[config.mk]
export PLATFORM = sky130hd
export DESIGN_NAME = mult_div_unit
export DESIGN_NICKNAME = d
export VERILOG_FILES = /design/src/rtl/mult_div_pkg.sv /design/src/rtl/div_restoring_step.sv /design/src/rtl/mult_div_unit.sv
export SDC_FILE = /design/constraint.sdc
export NUM_CORES = 1
export LEC_CHECK = 0
export CELL_PAD_IN_SITES_DETAIL_PLACEMENT = 1
export CELL_PAD_IN_SITES_GLOBAL_PLACEMENT = 2
export CORE_MARGIN = 5
export CORE_UTILIZATION = 34
export DETAILED_ROUTE_END_ITERATION = 12
export MAX_ROUTING_LAYER = met4
export PLACE_DENSITY_LB_ADDON = 0.2
export SLEW_MARGIN = 0
export SYNTH_ARGS = -nofsm -noshare
export SYNTH_HDL_FRONTEND = slang
export SYNTH_SLANG_ARGS = --single-unit
[constraint.sdc]
create_clock -name clock -period 6.15 [get_ports clock]
set_input_delay 0.615 -clock clock [delete_from_list [all_inputs] [get_ports clock]]
set_output_delay 0.615 -clock clock [all_outputs]
set_load 0.005 [all_outputs]
[src/rtl/mult_div_pkg.sv]
// Shared types and constants for the multicycle signed multiply/divide unit.
//   MD_WIDTH : default operand width (HI and LO are each this wide)
//   CNT_W    : iteration counter width for the default operand width
//   state_t  : sequencer states
package mult_div_pkg;

  localparam int unsigned MD_WIDTH = 32;
  localparam int unsigned CNT_W    = $clog2(MD_WIDTH);

  typedef enum logic [1:0] {
    IDLE = 2'd0,
    MULT = 2'd1,
    DIV  = 2'd2,
    DONE = 2'd3
  } state_t;

endpackage

[src/rtl/div_restoring_step.sv]
// One combinational step of unsigned restoring division.
// Ports:
//   rem_in       : partial remainder entering this step (always < divisor)
//   dividend_bit : next dividend bit shifted into the remainder
//   divisor      : divisor magnitude (nonzero)
//   rem_out      : partial remainder after the trial subtraction
//   q_bit        : quotient bit produced by this step
module div_restoring_step #(
  parameter int unsigned WIDTH = 32
) (
  input  logic [WIDTH-1:0] rem_in,
  input  logic             dividend_bit,
  input  logic [WIDTH-1:0] divisor,
  output logic [WIDTH-1:0] rem_out,
  output logic             q_bit
);

  logic [WIDTH:0]   trial;
  logic [WIDTH-1:0] diff;

  // The shifted remainder needs one extra bit; the difference never does,
  // because whenever the subtraction is kept the result is below the divisor.
  always_comb begin
    trial   = {rem_in, dividend_bit};
    q_bit   = (trial >= {1'b0, divisor});
    diff    = trial[WIDTH-1:0] - divisor;
    rem_out = q_bit ? diff : trial[WIDTH-1:0];
  end

endmodule

[src/rtl/mult_div_unit.sv]
// Multicycle signed multiply/divide unit with HI/LO result registers.
// Radix-2 Booth multiply and restoring divide, one step per clock.
// Ports:
//   clock, reset          : clock and synchronous active-high reset
//   start_mult, start_div : one-cycle start pulses (mult has priority)
//   hi_write, lo_write    : mthi/mtlo, load HI/LO from a_in while idle
//   a_in, b_in            : operands from registers A and B
//   busy                  : operation in progress
//   done                  : one-cycle pulse when HI/LO take a result
//   div_zero              : with done, divisor was zero (HI/LO untouched)
//   hi_out, lo_out        : HI and LO registers
module mult_div_unit
  import mult_div_pkg::*;
#(
  parameter int unsigned WIDTH = MD_WIDTH
) (
  input  logic             clock,
  input  logic             reset,
  input  logic             start_mult,
  input  logic             start_div,
  input  logic             hi_write,
  input  logic             lo_write,
  input  logic [WIDTH-1:0] a_in,
  input  logic [WIDTH-1:0] b_in,
  output logic             busy,
  output logic             done,
  output logic             div_zero,
  output logic [WIDTH-1:0] hi_out,
  output logic [WIDTH-1:0] lo_out
);

  localparam int unsigned STEP_W = (WIDTH == MD_WIDTH) ? CNT_W : $clog2(WIDTH);

  state_t state;
  state_t next_state;

  logic [STEP_W-1:0] cnt;
  logic              last_step;

  // Booth registers: acc is one bit wider so the most negative multiplicand
  // cannot overflow the partial sum.
  logic [WIDTH:0]   acc;
  logic [WIDTH:0]   mcand;
  logic [WIDTH-1:0] mq;        // multiplier during mult, dividend/quotient during div
  logic             q_m1;

  // Divide registers
  logic [WIDTH-1:0] dvs;
  logic [WIDTH-1:0] rem;
  logic             a_neg;
  logic             q_neg;
  logic             dz_flag;

  // Step results
  logic [WIDTH:0]   booth_sum;
  logic [WIDTH:0]   acc_n;
  logic [WIDTH-1:0] mq_n;
  logic [WIDTH-1:0] rem_n;
  logic             q_bit;
  logic [WIDTH-1:0] mq_div_n;
  logic [WIDTH-1:0] quo_sgn;
  logic [WIDTH-1:0] rem_sgn;
  logic [WIDTH-1:0] a_mag;
  logic [WIDTH-1:0] b_mag;

  logic busy_d;
  logic done_d;
  logic div_zero_d;

  assign last_step = (cnt == STEP_W'(WIDTH - 1));

  // Operand magnitudes; the most negative value maps to 2^(WIDTH-1) unsigned.
  assign a_mag = a_in[WIDTH-1] ? (-a_in) : a_in;
  assign b_mag = b_in[WIDTH-1] ? (-b_in) : b_in;

  // Booth step: add/subtract on {Q0, Q-1}, then arithmetic shift right.
  always_comb begin
    booth_sum = acc;
    case ({mq[0], q_m1})
      2'b01:   booth_sum = acc + mcand;
      2'b10:   booth_sum = acc - mcand;
      default: booth_sum = acc;
    endcase
    acc_n = {booth_sum[WIDTH], booth_sum[WIDTH:1]};
    mq_n  = {booth_sum[0], mq[WIDTH-1:1]};
  end

  div_restoring_step #(
    .WIDTH(WIDTH)
  ) u_div_step (
    .rem_in      (rem),
    .dividend_bit(mq[WIDTH-1]),
    .divisor     (dvs),
    .rem_out     (rem_n),
    .q_bit       (q_bit)
  );

  // Quotient truncates toward zero; remainder follows the dividend's sign.
  always_comb begin
    mq_div_n = {mq[WIDTH-2:0], q_bit};
    quo_sgn  = q_neg ? (-mq_div_n) : mq_div_n;
    rem_sgn  = a_neg ? (-rem_n) : rem_n;
  end

  // State register and registered status outputs
  always_ff @(posedge clock) begin
    if (reset) begin
      state    <= IDLE;
      busy     <= 1'b0;
      done     <= 1'b0;
      div_zero <= 1'b0;
    end else begin
      state    <= next_state;
      busy     <= busy_d;
      done     <= done_d;
      div_zero <= div_zero_d;
    end
  end

  // Next-state logic
  always_comb begin
    next_state = state;
    case (state)
      IDLE: begin
        if (start_mult) begin
          next_state = MULT;
        end else if (start_div) begin
          next_state = DIV;
        end
      end
      MULT: begin
        if (last_step) begin
          next_state = DONE;
        end
      end
      DIV: begin
        if (dz_flag || last_step) begin
          next_state = DONE;
        end
      end
      DONE:    next_state = IDLE;
      default: next_state = IDLE;
    endcase
  end

  // Output logic, registered in the state register block
  always_comb begin
    busy_d     = (next_state == MULT) || (next_state == DIV);
    done_d     = (next_state == DONE);
    div_zero_d = (state == DIV) && dz_flag;
  end

  // Datapath: operand capture, iteration and HI/LO updates
  always_ff @(posedge clock) begin
    if (reset) begin
      hi_out  <= '0;
      lo_out  <= '0;
      acc     <= '0;
      mcand   <= '0;
      mq      <= '0;
      q_m1    <= 1'b0;
      dvs     <= '0;
      rem     <= '0;
      a_neg   <= 1'b0;
      q_neg   <= 1'b0;
      dz_flag <= 1'b0;
      cnt     <= '0;
    end else begin
      case (state)
        IDLE: begin
          if (start_mult) begin
            mcand <= {a_in[WIDTH-1], a_in};
            acc   <= '0;
            mq    <= b_in;
            q_m1  <= 1'b0;
            cnt   <= '0;
          end else if (start_div) begin
            mq      <= a_mag;
            dvs     <= b_mag;
            rem     <= '0;
            a_neg   <= a_in[WIDTH-1];
            q_neg   <= a_in[WIDTH-1] ^ b_in[WIDTH-1];
            dz_flag <= (b_in == '0);
            cnt     <= '0;
          end else begin
            if (hi_write) begin
              hi_out <= a_in;
            end
            if (lo_write) begin
              lo_out <= a_in;
            end
          end
        end
        MULT: begin
          acc  <= acc_n;
          mq   <= mq_n;
          q_m1 <= mq[0];
          cnt  <= cnt + STEP_W'(1);
          if (last_step) begin
            hi_out <= acc_n[WIDTH-1:0];
            lo_out <= mq_n;
          end
        end
        DIV: begin
          if (!dz_flag) begin
            rem <= rem_n;
            mq  <= mq_div_n;
            cnt <= cnt + STEP_W'(1);
            if (last_step) begin
              hi_out <= rem_sgn;
              lo_out <= quo_sgn;
            end
          end
        end
        default: ;
      endcase
    end
  end

endmodule

---- Word level (Yosys, flattened, before mapping) ----
Cells that the tools add are included.
cells by class
  add/sub/neg operators ................... 8
  magnitude comparators ................... 1
  equal/unequal tests ..................... 19
  mux-type cells .......................... 41
  bitwise gates (word level) .............. 2
  reduce and logical (&&, ||, !) cells .... 15
operators by type and width
  kind                 count
  $mux 32              23
  $pmux 32 s3          3
  $pmux 33 s2          2
  $neg 32->32          4
  $pmux 32 s2          1
  $add 33x33->33       1
  $ge 33x32->1         1
  $mux 33              1
  $sub 33x33->33       1
  $logic_not 32->1     1
  $sub 32x32->32       1
  $ne 2x2->1 const B   9
  $mux 5               3
  $pmux 5 s3           1
  $reduce_and 7->1     2
  $eq 2x2->1 const B   5
  $mux 2               4
  $pmux 2 s4           1
  $eq 2x1->1 const B   3
  $reduce_and 3->1     2
  $add 5x1->5 const B  1
  $eq 5x5->1 const B   1
  $reduce_and 2->1     2
  $reduce_and 4->1     1
  10 further kinds     12
storage, ports and cells
  flip-flop bits (word level) ............. 239
  bits of input ports ..................... 70
  output and inout bits ................... 67
  word-level logic and storage cells ...... 102

---- Depth between registers and ports, before layout ----
  depth after elaboration ................. 7
  gate-level depth with buffers ........... 23

---- Cells and area by module ----
A second synthesis with hierarchy kept.
second synthesis, totals
  cell total of the unflattened synthesis .. 2475
  area total of the unflattened synthesis .. 18066.1 µm²
by module, submodules not included
  module              times used  cells an instance  area an instance (µm²)  sequential area each (µm²)
  mult_div_unit       1           2152               15735.1                 4764.6
  div_restoring_step  1           323                2331.0                  0.0

---- Worst setup path before layout ----
Ideal clock, no wire load.
  path type ............................... register to register
  start ................................... register rem[2]
  end ..................................... register hi_out[28]
  setup time .............................. 0.114 ns
  arrival time ............................ 4.303 ns
  path slack .............................. 1.733 ns
  stages on the path, launching flop included .. 20
  clock period less this slack ............ 4.417 ns
  cells stage by stage .................... dfxtp_1 -> ha_1 -> buf_4 -> nand3_1 -> o21bai_1 -> a211o_1 -> nand3_1 -> nand3_2 -> a21oi_4 -> buf_2 -> buf_2 -> mux2i_1 -> ha_1 -> nor4b_1 -> nor3b_1 -> a31oi_1 -> o41ai_1 -> xnor2_1 -> a211oi_1 -> a2111oi_0
between the ends
  longest elaborated chain between the ends .. 7
RTL lines
  element                                                RTL line                                            RTL
  from (decl)                                            mult_div_unit.sv:49                                 logic [WIDTH-1:0] rem;
  from (signal assigned)                                 mult_div_unit.sv:206                                rem <= rem_n;
  $sub 32x32->32 / $ge 33x32->1 (equally long branches)  div_restoring_step.sv:26, div_restoring_step.sv:25
  $mux 32 *                                              div_restoring_step.sv:27                            rem_out = q_bit ? diff : trial[WIDTH-1:0];
  $neg 32->32                                            mult_div_unit.sv:102                                rem_sgn = a_neg ? (-rem_n) : rem_n;
  $mux 32 *                                              mult_div_unit.sv:102
  $mux 32 *                                              mult_div_unit.sv:209                                if (last_step) begin
  $mux 32 *                                              mult_div_unit.sv:205                                if (!dz_flag) begin
  $pmux 32 s3 *                                          mult_div_unit.sv:169                                case (state)
  to (signal assigned)                                   mult_div_unit.sv:187                                hi_out <= a_in;
  to (signal assigned)                                   mult_div_unit.sv:200                                hi_out <= acc_n[WIDTH-1:0];
  to (signal assigned)                                   mult_div_unit.sv:210                                hi_out <= rem_sgn;
  to (decl)                                              mult_div_unit.sv:28                                 output logic [WIDTH-1:0] hi_out,
Mark *: on every way between the ends. The rest lies on a longest branch, timed or not. The select of a mux whose other input is x is not followed.
A chain may end at the register's enable or synchronous reset.

---- Worst setup path in the final report ----
Same ends and word-level chain as after synthesis.

==> flow_summary.toml <==
[pwr]
powerDensity_mw_per_mm2 = 363.4
leakage_nw = 7.568
power.total_mw = 7.547
ir_drop_mv = 0.1834

[critical_path]
worstSetupStartpointType = "register"
critical_path_arrival_ns = 5.73
critPathSlowestCell = "o41ai_1"
r2r-end = "hi_out[28]$_SDFFE_PP0P_"
criticalPathCategory = "reg2reg"
slowest_delay_ns = 0.49
r2r_slack_ns = 0.86
cp.required_ns = 6.60
path_cells = "ha_1, nand3_1, o21bai_1, a211o_1, nand3_1, nand3_2, a21oi_4, inv_2, a21oi_1, ha_1, nor4b_1, nor3b_1, a31oi_1, o41ai_1, xnor2_1, a211oi_1, a2111oi_0"
worst_setup_path_end_kind = "register"
cp_max_fo = 19
rr_worst_depth = 17
rr_startpoint = "rem[2]$_SDFFE_PP0P_"

[sta]
finalCriticalPeriod_ns = 5.287
whs_ns = 0.4556
fin_ws_ns = 0.8634
setup_viol = 0
tns_ns = 0
worst_pin_slew_ns = 1.350
fin_crit_sh_pct = 85.96
fin_skew_ns = 0.02676
maxSlewHeadroom_pct = 9.859
finalMaxSlewViolations = 0
timing.fmax_mhz = 189.2
hold_viol_final = 0
rsz0062_at_grt = "no"

[synthesis]
avgSynthCellArea_um2 = 7.072
yosys.area_share.simple_pct = 24.23
synthAdderAreaFrac_pct = 5.606
synth_top_family_by_area = "compound AO/OA/AOI/OAI gates"
synth_warnings = 0
synth-xor-area-share_pct = 9.590
synth_cell_types = 87
syn_inst = 2531
syn_area_mm2 = 0.01790
synth_seq_cells = 238
synth_compound_area_share_pct = 27.23
synthMuxAreaShare_pct = 1.272
async_flop_share_pct = 0
ys.flop_type = "dfxtp_1"
ys_seq_area_share_pct = 26.62
synth-edff-count = 0
syn-num-nets = 2680

[floorplanning]
die-area_mm2 = 0.05733
coreArea_mm2 = 0.05234
row_count = 84
fp.dieW_um = 239.4
start_util_pct = 34.20
die_h_um = 239.4
io_pins = 137

[status]
outcome = "complete, no violations"

[layout]
drive_above_1_share_pct = 4.965
final_net_count = 2707
final_cell_mix = "428 x nand2_1, 320 x nor2_1, 259 x a21oi_1"
layout_commonest_cell = "nand2_1"
finalNonFillerCells = 3267
final_util_pct = 39.68
final_area_mm2 = 0.02077
synthToLayoutAreaGrowth_pct = 16.02
n_fill_cell = 6541

[run]
maxCapViolations = 0

[min_path]
holdPathStages = 2
min_from = "hi_out[7]$_SDFFE_PP0P_"
min_to = "hi_out[7]$_SDFFE_PP0P_"
hp-class = "reg2reg"

[global_route]
track_usage_pct = 27.94
top_usage_layer = "met2"
antenna_found_initial = 2
grt_pass1_wl_mm = 120.2
use_met1_pct = 36.17
grt_pass1_vias = 19060
grt_max_degree = 93
grt_use_met3_pct = 6.137
grtUsageMet2_pct = 43.04
grt_overflow_total = 0

[cts]
cts.clk_slew.worst_paths_ns = 0.06
cts_resized = 0
cts_buffers = 35
clk_root_buffer_cell = "clkbuf_16"
cts_setup_buffers = 0
hold_buffers = 0
clkLatencyLatePin_ns = 0.57
cts.sinks = 238
clk_path_buf_depth = 3
htreeDepth = 2
cts_tree = "built"

[route]
routedWlPerCell_um = 24.69
dr.first_iter.drc_count = 1319
first_pass_iters = 5
antenna_left = 0
drc = 0
vias = 19040
wl_mm = 80.66
via_per_inst = 5.828

[place]
port_buffers = 136
hpwl_mm = 61.03
gp_congestion = 0.9276
place_inst = 3209
pre_cts_ws_ns = 0.9422
dpl_cell_area_mm2 = 0.01971
-- power breakdown --
group,switching [mW],internal [mW],leakage [nW]
clock network,0.794,1.16,0.524
logic,2.30,1.27,5.10
registers,0.265,1.77,1.94
-- critical path, delay by kind of cell (launching register included) --
kind	cells	cell delay (ns)
flip-flops	1	0.38
AO/OA/AOI/OAI	8	2.36
buffers and inverters	1	0.20
XOR/XNOR	1	0.21
adder cells (fa/ha/maj)	2	0.76
AND/OR/NAND/NOR	5	1.27
-- how the worst max path moves through the flow --
stage | start | end | cells after the start
detailed placement | rem[2]$_SDFFE_PP0P_ | hi_out[28]$_SDFFE_PP0P_ | 17
finish | rem[2]$_SDFFE_PP0P_ | hi_out[28]$_SDFFE_PP0P_ | 17
global route | rem[2]$_SDFFE_PP0P_ | hi_out[28]$_SDFFE_PP0P_ | 17
floorplan | rem[2]$_SDFFE_PP0P_ | hi_out[28]$_SDFFE_PP0P_ | 19
global placement | rem[2]$_SDFFE_PP0P_ | hi_out[28]$_SDFFE_PP0P_ | 17
CTS | rem[2]$_SDFFE_PP0P_ | hi_out[28]$_SDFFE_PP0P_ | 17
-- synth_stat cells, types with 7 or more instances --
| cell | instances | area share (%) |
|---|---|---|
| nand2_1 | 429 | 9.0 |
| nor2_1 | 322 | 6.8 |
| a21oi_1 | 260 | 7.3 |
| dfxtp_1 | 238 | 27 |
| clkbuf_1 | 148 | 3.1 |
| o21ai_0 | 125 | 3.5 |
| xnor2_1 | 111 | 5.4 |
| xor2_1 | 85 | 4.2 |
| ha_1 | 77 | 5.4 |
| inv_1 | 76 | 1.6 |
| a211oi_1 | 66 | 2.8 |
| a311oi_1 | 48 | 2.3 |
| nor3_1 | 45 | 1.3 |
| nand3_1 | 42 | 1.2 |
| o31ai_1 | 41 | 1.7 |
| a21o_1 | 27 | 1.1 |
| a22oi_1 | 27 | 1.1 |
| or3_1 | 23 | 0.80 |
| a31oi_1 | 21 | 0.73 |
| o211ai_1 | 18 | 0.75 |
| nand2b_1 | 17 | 0.59 |
| mux2i_1 | 16 | 0.89 |
| nor2b_1 | 16 | 0.56 |
| a311o_1 | 15 | 0.84 |
| o21a_1 | 15 | 0.63 |
| buf_1 | 13 | 0.27 |
| nand4_1 | 13 | 0.45 |
| o41ai_1 | 13 | 0.64 |
| buf_2 | 12 | 0.34 |
| or4_1 | 12 | 0.50 |
| nor4_1 | 11 | 0.38 |
| or2_2 | 11 | 0.38 |
| and3_1 | 9 | 0.31 |
| a2111oi_0 | 8 | 0.39 |
| nand3b_1 | 7 | 0.29 |
| o21bai_1 | 7 | 0.29 |
| o31a_1 | 7 | 0.34 |
-- layout make-up --
type	instances	area [um2]	share of cell area (%)
Timing Repair Buffer	166	1585	7.633
Clock inverter	8	65.06	0.3133
Tap cell	688	860.8	4.145
Clock buffer	49	991.0	4.772
Inverter	77	289.0	1.392
Antenna cell	1	2.502	0.01205
Sequential cell	238	4765	22.94
Multi-Input combinational cell	2040	12210	58.79
-- flip-flops by register name (all words and copies together) (netlist names), 5 cells and up --
name    count
acc        32
dvs        32
hi_out     32
lo_out     32
mcand      32
mq         32
rem        32
cnt         5
-- kinds of logic (layout without fill, tap and decap cells) --
family / Yosys count / in the layout
buffers and inverters: 253 / 300
AO/OA/AOI/OAI: 751 / 751
flip-flops: 238 / 238
XOR/XNOR: 196 / 196
other: 0 / 1
adder cells (fa/ha/maj): 79 / 79
multiplexers: 22 / 22
AND/OR/NAND/NOR: 992 / 992
-- metal layers --
layer,vias to the layer above,part of all wire (%)
met5,-,0
met4,0,4.2
met3,144,6.5
met2,534,45
met1,9324,45
li1,9037,-
No activity file was read; power rests on OpenSTA's default activity.
